[config.mk]
export PLATFORM = sky130hd
export DESIGN_NAME = alu_seq_flags
export DESIGN_NICKNAME = d
export VERILOG_FILES = /design/src/rtl/alu_seq_flags.sv
export SDC_FILE = /design/constraint.sdc
export NUM_CORES = 1
export LEC_CHECK = 0
export ABC_CLOCK_PERIOD_IN_PS = 5900
export BUFFER_PORTS_ARGS = -buffer_cell sky130_fd_sc_hd__buf_4
export CAP_MARGIN = 10
export CORE_ASPECT_RATIO = 0.9
export CORE_MARGIN = 1.5
export CORE_UTILIZATION = 35
export DETAILED_ROUTE_END_ITERATION = 8
export GPL_TIMING_DRIVEN = 0
export PLACE_DENSITY_LB_ADDON = 0.08
export SLEW_MARGIN = 20
export SYNTH_ARGS = -nofsm -noshare
export SYNTH_HDL_FRONTEND = slang
export SYNTH_SLANG_ARGS = --single-unit
[constraint.sdc]
create_clock -name clk -period 5.9 [get_ports clk]
set_input_delay 1.18 -clock clk [delete_from_list [all_inputs] [get_ports clk]]
set_output_delay 1.18 -clock clk [all_outputs]
set_load 0.02 [all_outputs]
[src/rtl/alu_seq_flags.sv]
// Registered M-bit ALU with {N,Z,C,V,P} flags and a start/busy/done handshake.
// Single-cycle ops finish in one edge; MUL iterates one shift-add step per cycle.
module alu_seq_flags #(
  parameter int M = 8
) (
  input  logic         clk,
  input  logic         reset,
  input  logic         start,
  input  logic [M-1:0] A,
  input  logic [M-1:0] B,
  input  logic [2:0]   OpCode,
  output logic         busy,
  output logic         done,
  output logic [M-1:0] Result,
  output logic [M-1:0] ResultHi,
  output logic [4:0]   Flags
);

  localparam int CW = $clog2(M);

  typedef enum logic {S_IDLE, S_MUL} state_t;

  state_t         state_q;
  logic [2*M-1:0] mcand_q;
  logic [M-1:0]   mplier_q;
  logic [2*M-1:0] acc_q;
  logic [CW-1:0]  cnt_q;
  logic [M-1:0]   res_q;
  logic [M-1:0]   hi_q;
  logic [4:0]     flags_q;
  logic           done_q;
  logic           busy_q;

  logic [M:0]     sum;
  logic [M:0]     diff;
  logic [M-1:0]   alu_res;
  logic           alu_c;
  logic           alu_v;
  logic [4:0]     alu_flags;
  logic [2*M-1:0] acc_d;
  logic [4:0]     mul_flags;

  // Bit M of sum is the carry; bit M of diff is the borrow (A < B unsigned).
  always_comb begin
    sum     = {1'b0, A} + {1'b0, B};
    diff    = {1'b0, A} - {1'b0, B};
    alu_res = '0;
    alu_c   = 1'b0;
    alu_v   = 1'b0;
    case (OpCode)
      3'b000: begin
        alu_res = diff[M-1:0];
        alu_c   = diff[M];
        alu_v   = (~A[M-1] & B[M-1] & diff[M-1]) | (A[M-1] & ~B[M-1] & ~diff[M-1]);
      end
      3'b001: begin
        alu_res = sum[M-1:0];
        alu_c   = sum[M];
        alu_v   = (~A[M-1] & ~B[M-1] & sum[M-1]) | (A[M-1] & B[M-1] & ~sum[M-1]);
      end
      3'b010: alu_res = A | B;
      3'b011: alu_res = A & B;
      3'b100: alu_res = A ^ B;
      3'b101: begin
        alu_res = {A[M-2:0], 1'b0};
        alu_c   = A[M-1];
        alu_v   = A[M-1] ^ A[M-2];
      end
      3'b110: begin
        alu_res = {1'b0, A[M-1:1]};
        alu_c   = A[0];
      end
      default: alu_res = '0;
    endcase
    alu_flags = {alu_res[M-1], (alu_res == '0), alu_c, alu_v, ^alu_res};
  end

  // The final step's sum is the product, so flags are taken from acc_d directly.
  assign acc_d     = acc_q + (mplier_q[0] ? mcand_q : '0);
  assign mul_flags = {acc_d[2*M-1], (acc_d == '0), (acc_d[2*M-1:M] != '0), 1'b0, ^acc_d[M-1:0]};

  always_ff @(posedge clk or posedge reset) begin
    if (reset) begin
      state_q  <= S_IDLE;
      mcand_q  <= '0;
      mplier_q <= '0;
      acc_q    <= '0;
      cnt_q    <= '0;
      res_q    <= '0;
      hi_q     <= '0;
      flags_q  <= '0;
      done_q   <= 1'b0;
      busy_q   <= 1'b0;
    end else begin
      done_q <= 1'b0;
      case (state_q)
        S_IDLE: begin
          if (start) begin
            if (OpCode == 3'b111) begin
              mcand_q  <= {{M{1'b0}}, A};
              mplier_q <= B;
              acc_q    <= '0;
              cnt_q    <= '0;
              busy_q   <= 1'b1;
              state_q  <= S_MUL;
            end else begin
              res_q   <= alu_res;
              hi_q    <= '0;
              flags_q <= alu_flags;
              done_q  <= 1'b1;
            end
          end
        end
        S_MUL: begin
          acc_q    <= acc_d;
          mcand_q  <= mcand_q << 1;
          mplier_q <= mplier_q >> 1;
          cnt_q    <= cnt_q + CW'(1);
          if (cnt_q == CW'(M - 1)) begin
            res_q   <= acc_d[M-1:0];
            hi_q    <= acc_d[2*M-1:M];
            flags_q <= mul_flags;
            done_q  <= 1'b1;
            busy_q  <= 1'b0;
            state_q <= S_IDLE;
          end
        end
        default: state_q <= S_IDLE;
      endcase
    end
  end

  assign busy     = busy_q;
  assign done     = done_q;
  assign Result   = res_q;
  assign ResultHi = hi_q;
  assign Flags    = flags_q;

endmodule

# After elaboration in Yosys (flattened, before gate mapping)
# Index checks and enable logic that the tools add are counted.
# word_totals
output_inout_bits,23
wordCells,94
regBits,67
input_bits,22
# op_classes
add_sub_neg,4
n_bitwise,19
reduce_logical,9
eq_ne,12
muxes,40
# op_table
op,n
$mux 16,5
$mux 8,8
$pmux 16 s2,2
$pmux 8 s7,1
$pmux 8 s2,3
$add 16x16->16,1
$logic_not 16->1,1
$reduce_xor 8->1,2
$eq 3x3->1 const B,5
$mux 5,3
$pmux 5 s2,1
$add 8x8->9,1
$mux 1,9
$sub 8x8->9,1
$and 1x1->1,8
$and 8x8->8,1
$logic_not 8->1,1
$or 8x8->8,1
$reduce_bool 8->1,1
$xor 8x8->8,1
$eq 3x2->1 const B,2
$mux 3,2
$ne 2x2->1 const B,3
$pmux 1 s2,3
other kinds (12),18

# Depth between registers and ports, before layout
# Gate-level depths: netlist (run 1).
# logic_depth
depth_word,8
depth_mapped,16
ltp_nobuf,16

# Least setup slack after synthesis (run 1)
# Ideal clock, no wire load.
# synth_timing
kind,in2reg
start,in A[0]
end,"reg flags_q[0], in the netlist Flags[0]"
path_slack_ps,2124
t_arrival_ps,3639
path_buffers,0
required_time_ps,5763
cell_stages,13
setup_ps,137
path_cell_list,ha_1 -> fa_1 -> a21o_1 -> a21oi_1 -> o21ai_0 -> a21o_1 -> a221o_1 -> a21oi_1 -> ha_1 -> xnor2_1 -> xnor2_1 -> o21ai_0 -> a21oi_1
# synth_between
elab_chain_cells,6
elab_cells_between_ends,10
classes_between,add/sub (2); mux (4); bitwise (3); reduce/logical (1)
# synth_lines
item,line_no,rtl
start: declaration,9,"input logic [M-1:0] A,"
"$add 8x8->9, or another cell as far along",45,"sum = {1'b0, A} + {1'b0, B};"
$pmux 8 s7 (*),50,case (OpCode)
$reduce_xor 8->1 (*),75,"alu_flags = {alu_res[M-1], (alu_res == '0), alu_c, alu_v, ^alu_res};"
$mux 5 (*),99,if (OpCode == 3'b111) begin
$mux 5 (*),98,if (start) begin
$pmux 5 s2 (*),96,case (state_q)
end signal: assignment,109,flags_q <= alu_flags;
end signal: assignment,122,flags_q <= mul_flags;
end: declaration,30,logic [4:0] flags_q;
# Every way passes the cells marked *; elsewhere a longest branch is shown, timed or not. The select of a mux whose other input is x is not followed.
# A chain may end at the register's enable or synchronous reset.

# Worst setup path after layout (run 1)
# layout_timing
start,in A[1]
end,"reg flags_q[0], in the netlist Flags[0]"
# Same word-level chain as after synthesis.

==> impl_results.md, run 1 <==
* Dominant cells by area after synthesis: dfrtp_1 (34%), ha_1 (13%), nand2_1 (8.1%)
* Share of post-route cells with drive strength above 1 at 11.93%
* Buffers plus inverters on the worst setup path at 2
* Post-route clock period utilization at about three quarters
* Filler Cell Count at between 1000 and 1500
* Setup TNS Final at 0 ns
* Leak at around 2.7 nW
* Max cap viols at 0
* Count leader, synth: nand2_1
* Commonest cells in the netlist: nand2_1 (106), dfrtp_1 (67), o21ai_0 (58)
* Final WL at 14.46 mm
* Final Hold Viols at 0
* Final Instance Area at slightly below 6000 um^2
* CP max-delay cell: a221oi_1
* Clock buffer count from CTS at 9
* Crit-path cells: buf_4 > inv_1 > ha_1 > a21o_1 > a21oi_1 > o21ai_0 > o41ai_1 > xnor2_1 > a221oi_1 > ha_1 > xnor2_1 > xnor2_1 > o21ai_0 > a21oi_1
* CTS root buf: clkbuf_16
* Maximum VDD drop at 0.0002085 V
* Hold Crit Depth at 2
* Die area at about 15000 um^2
* Number of diodes at 0
* Die H at 115.4 um
* Vias per inst at 5.342
* Power per Cell Area at approximately 410 nW/um^2
* DR WL/cell at about 18 um
* GR Overflow Total at 0
* H-tree depth at 3
* Max clock buf depth at 2
* RSZ-0062 raised after global routing: false
* Max frequency at 225.3 MHz
* Hold buffers post-CTS at 0
* Tmin final at around 4.4 ns
* Pre-Repair DR Iteration Count at 5
* Critical path arrival at 4.64 ns
* Post-Route Skew at 0.01039 ns
* Post-Synthesis Cells at 593
* Pin count of the biggest net entering global routing at 47
* Post-synthesis sequential area ratio at 34.11%
* DPL Wire Length at approximately 11 mm
* Die width at approximately 130 um
* Leading area contributor after synthesis: dfrtp_1
* Yosys warns at 0
* Reg-to-reg endpoint: Flags[2]
* Max Transition Viols Final at 0
* Later-pin clock latency in the skew report at 0.34 ns
* EDFF count, synth at 0
* Crit Path Max Fanout at 5
* Crit. End Element: flop
* Syn avg cell area at 8.288 um^2
* Initial antenna violation count at 0
* Critical path's top delay family: compound AO/OA/AOI/OAI gates
* Req. time, crit path at 6.10 ns
* WHS Endpoint: ResultHi[7]
* Reg2reg setup slack at roughly 2.5 ns
* R2R cell count at 11
* CTS tree: done
* CTS sink cnt at 67
* CP Launch Point: A[1]
* Starting DRT DRC Count at about 440
* Fin nets at between 700 and 800
* Port Buffers at 44
* Hold Path Class: flop to flop
* CP dominant cell by count: xnor2_1
* Worst r2r src: mplier_q[0]
* Yosys reg bits at between 60 and 70
* Distinct cells, synth at between 50 and 60
* Core box area at ~14000 um^2
* Rows at 40
* Starting Density at ~36%
* GRT Total Usage at about a fifth
* Post-synth design cell area at roughly 5000 um^2
* Reg clk slew, reported paths at ~0.050 ns
* Post-CTS Setup Bufs at 0
* PostCTS Resize Cnt at 0
* Most used DFF post-synth: dfrtp_1
* Least-Margin Pin Slew at about 0.77 ns
* Endpoints failing setup at 0
* Placed inst area at between 5000 and 6000 um^2
* Vias in the first global route at around 4300
* Hold_sp: ResultHi[7]
* Residual DRC at 0
* Vias at 4391
* Post-DRT Antenna Nets at 0
* Routability Congestion at ~0.9
* Syn_nets at 668
* Area share of the largest cell type after synthesis at about a third
* Global-route wire length before repair at between 20 and 25 mm
* Post-synth ARST share at 100.0%
* Max incr delay on CP at a little over 0.6 ns
* Syn-to-layout area delta at 18.28%
* Startpoint class of the critical path: primary input
* Setup CP Type: primary input to flop
* Slew margin rel. at 48.82%
* Status: completed
* IO Pins at 45
[metrics by stage]
stage | total power [mW] | utilization (%) | hold slack (ns) | worst slack [ns] | cells
2_1_floorplan | 1.451 | - | 0.4507 | 2.124 | 593
3_5_place_dp | 1.828 | 40.59 | 0.4688 | 1.171 | 806
6_report | 2.409 | 43.02 | 0.4735 | 1.461 | 822
5_1_grt | 2.593 | 43.02 | 0.5199 | 1.271 | 822
4_1_cts | 2.423 | 43.02 | 0.4824 | 1.517 | 822
3_3_place_gp | 1.805 | 40.37 | 0.4638 | 1.077 | 805
[area by class of cell]
class	count	area, um^2	area share, %
buffer	28	105.1	1.808
clock buffer	10	239.0	4.111
clock inverter	6	88.84	1.528
inverter	34	130.1	2.238
multi-input combinational	464	3005	51.70
sequential	67	1677	28.84
tap	168	210.2	3.616
timing repair buffer	45	357.8	6.156
[how the worst max path moves through the flow]
stage,depth (start not counted),endpoint
final,14,Flags[0]
after floorplan,13,Flags[0]
after CTS,14,Flags[0]
after global routing,14,Flags[0]
after detailed placement,14,Flags[0]
after global placement,14,Flags[0]
[cells in the final DEF (no fill, tap or decap), types with 4 or more instances in the layout]
cell type,count
nor3_1,5
buf_4,44
buf_1,4
dfrtp_1,67
nand3_1,6
clkbuf_16,9
mux2i_1,5
o21a_1,5
clkbuf_1,24
nor2_1,44
nand2b_1,6
a22oi_1,6
xnor2_1,21
o211ai_1,9
xor2_1,6
and2_1,16
a21o_1,7
ha_1,50
inv_1,33
o21ai_0,58
a21oi_1,47
nand2_1,106
[metal layers]
metal / GRT usage [%] / share of wire [%] / vias to the layer above
li1: - / - / 2177
met1: 32.63 / 53 / 2085
met3: 3.924 / 5.4 / 11
met4: 4.195 / 0.97 / 0
met2: 30.32 / 40 / 118
met5: 0 / 0 / -
[flip-flops by register name (all words and copies together) (netlist names)]
register	cells
Flags	5
busy	1
ResultHi	8
Result	8
acc_q	16
mplier_q	8
done	1
cnt_q	3
mcand_q	16
state_q	1
[cell families after synthesis]
| logic type | Yosys count | share of synthesized area, % |
|---|---|---|
| xor+xnor | 27 | 4.812 |
| mux | 8 | 1.706 |
| compound gates | 175 | 22.89 |
| buf+inv | 62 | 4.735 |
| fa+ha+maj | 53 | 13.95 |
| flops | 67 | 34.11 |
| simple gates | 201 | 17.80 |
[report_power, final]
part / internal, mW / leakage [nW] / total [mW] / switching (mW)
Clock: 0.381 / 0.155 / 0.585 / 0.204
Combinational: 0.415 / 1.66 / 1.07 / 0.659
Sequential: 0.634 / 0.876 / 0.750 / 0.116
Total: 1.43 / 2.69 / 2.41 / 0.979
[worst reg2reg max path, delay by kind of cell (launching register included)]
| kind | cells | cell delay (ns) |
|---|---|---|
| and+or+nand+nor | 3 | 1.05 |
| xor gates and xnor gates | 1 | 0.17 |
| DFF | 1 | 0.52 |
| buffers and inverters | 1 | 0.29 |
| AOI/OAI and AO/OA | 5 | 0.99 |
| adders and majority gates | 1 | 0.31 |
(Power assumes the default switching activity.)
==> run 2, diff against run 1 <==
ABC_CLOCK_PERIOD_IN_PS = 3800   (was 5900)
clock period = 3.8 ns   (was 5.9 ns; I/O delays follow)
==> run 2 against run 1 <==
- critical path depth unchanged
- routed wire length about the same
- final area increased by 0.37%
- count of clock-buffer cells in the layout unchanged
- sequential power increased by 55%
- die area unchanged
- clock skew decreased by 0.0012 ns
- global-route usage unchanged
==> impl_results.md, run 2 (synthesis gave the netlist of run 1 again) <==
* Status: completed
* Initial antenna violation count at 0 (unchanged)
* Maximum VDD drop at 0.0003242 V (+56%)
* Crit-path cells: buf_4 > ha_1 > fa_1 > a21o_1 > a21oi_1 > o21ai_0 > a21o_1 > a221o_1 > a21oi_1 > ha_1 > xnor2_1 > xnor2_1 > o21ai_1 > a21oi_1
* Core box area at 13510 um^2 (unchanged)
* Multi-input logic area at 3019 um^2 (+0.46%)
* Critical path arrival at 3.85 ns (-0.79 ns)
* Vias per inst at 5.369 (+0.52%)
* Rows at 40 (unchanged)
* Reg2reg setup slack at 0.38 ns (-2.10 ns)
* Final Hold Viols at 0 (unchanged)
* H-tree depth at 3 (unchanged)
* Final WL at 14.47 mm (about the same)
* CP max-delay cell: fa_1
* Leak at 2.703 nW (+0.42%)
* Register area at 1677 um^2 (unchanged)
* Setup CP Type: primary input to flop
* Die H at 115.4 um (unchanged)
* Endpoints failing setup at 0 (unchanged)
* Hold Path Class: primary input to asynchronous set/reset pin
* Syn-to-layout area delta at 18.71%
* Routability Congestion at 0.8831 (unchanged)
* Die area at 14760 um^2 (unchanged)
* Global-route wire length before repair at 24.03 mm (unchanged)
* Vias at 4419 (+0.64%)
* Met2 Resource Use GR at 30.32% (unchanged)
* Port Buffers at 44 (unchanged)
* CP dominant cell by count: a21oi_1
* GR Layer Usage met3 at 3.924% (unchanged)
* Slew margin rel. at 48.85% (about the same)
* Starting Density at 36.37% (unchanged)
* Max Transition Viols Final at 0 (unchanged)
* Top Registers: acc_q x16, mcand_q x16
* Post-route core utilization at 43.18% (+0.16 points)
* Post-route clock period utilization at about 96%
* DR WL/cell at 17.58 um (about the same)
* CTS tree: done
* CTS sink cnt at 67 (unchanged)
* Post-DRT Antenna Nets at 0 (unchanged)
* Most frequent cells in the layout: nand2_1 (106), dfrtp_1 (67), o21ai_0 (57), ha_1 (50), a21oi_1 (47)
* Die width at 127.9 um (unchanged)
* Max clock buf depth at 2 (unchanged)
* Reg clk slew, reported paths at 0.06 ns (about the same)
* Fin nets at 725 (+0.14%)
* Pre-Repair DR Iteration Count at 5 (unchanged)
* Residual DRC at 0 (unchanged)
* Met1 Track Usage GR at 32.63% (unchanged)
* Number of diodes at 0 (unchanged)
* DP Worst Slack at -0.5091 ns (-1.680 ns)
* Vias in the first global route at 4305 (unchanged)
* Clock buffer count from CTS at 9 (unchanged)
* GRT Total Usage at 21.03% (unchanged)
* Starting DRT DRC Count at 375 (-14%)
* Max cap viols at 0 (unchanged)
* Pin count of the biggest net entering global routing at 47 (unchanged)
* Crit. End Element: flop
* Req. time, crit path at 4.00 ns (-2.10 ns)
* Startpoint class of the critical path: primary input
* Final setup margin at 0.1522 ns (-1.309 ns)
* Share of post-route cells with drive strength above 1 at 12.37% (+0.44 points)
* CTS root buf: clkbuf_16
* GR Overflow Total at 0 (unchanged)
* Tmin final at 3.648 ns
* Crit Path Max Fanout at 5 (unchanged)
* Most common cell after layout, fill and taps aside: nand2_1
* Max frequency at ~270 MHz
* Max incr delay on CP at 0.41 ns (-0.20 ns)
* DPL Wire Length at 11.44 mm (unchanged)
* Least-Margin Pin Slew at 0.7672 ns (-0.0005151 ns)
* Power per Cell Area at 642.5 nW/um^2 (+55%)
* Post-Route Skew at 0.009197 ns (-0.001190 ns)
* Later-pin clock latency in the skew report at 0.34 ns (about the same)
* Filler Cell Count at 1390 (unchanged)
* GRT busiest layer: met1
* RSZ-0062 raised after global routing: false
* IO Pins at 45 (unchanged)
[run 2: report_power, final]
part	internal, mW	switching, mW	total [mW]
Clock	0.592	0.318	0.909
Sequential	0.984	0.180	1.16
Combinational	0.649	1.03	1.68
[run 2: routing by layer]
metal	vias to the layer above	part of all wire, %
met2	123	40
met1	2107	54
met3	12	5.2
met5	-	0
li1	2177	-
met4	0	0.95
[run 2: layout make-up]
cell class	instances	area share, %
Inverter	34	2.230
Buffer	28	1.801
Clock inverter	6	1.523
Timing Repair Buffer	46	6.262
Multi-Input combinational cell	464	51.75
Clock buffer	10	4.096
Tap cell	168	3.603
Sequential cell	67	28.74
[run 2: repair_timing]
item | 4_1_cts | 5_1_grt
resized for setup | 1 | 2
setup endpoints to repair | 1 | 1
pin swaps | 0 | 1
setup buffers | 0 | 1
hold buffers | 0 | 0
[run 2: worst paths after layout]
path                                   from           to  cells after the start
worst min register to register  ResultHi[7]  ResultHi[7]                      2
worst max-delay path                   A[0]     Flags[0]                     14
max in group asynchronous             reset     cnt_q[0]                      3
worst min-delay path                  reset  ResultHi[4]                      2
worst max register to register  mplier_q[0]     Flags[2]                     11
min in group clk                ResultHi[7]  ResultHi[7]                      2
[run 2: metrics by stage]
stage	total power [mW]	std cells	setup TNS (ns)	area (um^2)	hold WS, ns
after floorplan	2.253	593	0	4915	0.4507
after CTS	3.763	822	0	5819	0.3855
after detailed placement	2.838	806	-0.6847	5485	0.4688
after global placement	2.803	805	-0.8657	5455	0.4638
final	3.749	823	0	5834	0.3821
after global routing	4.035	823	0	5834	0.3999
[run 2: critical path: cells and delay by family]
family | cells | cell delay, ns
adder cells (fa/ha/maj) | 3 | 0.96
XOR/XNOR | 2 | 0.27
AO/OA/AOI/OAI | 8 | 1.70
buffers and inverters | 1 | 0.14
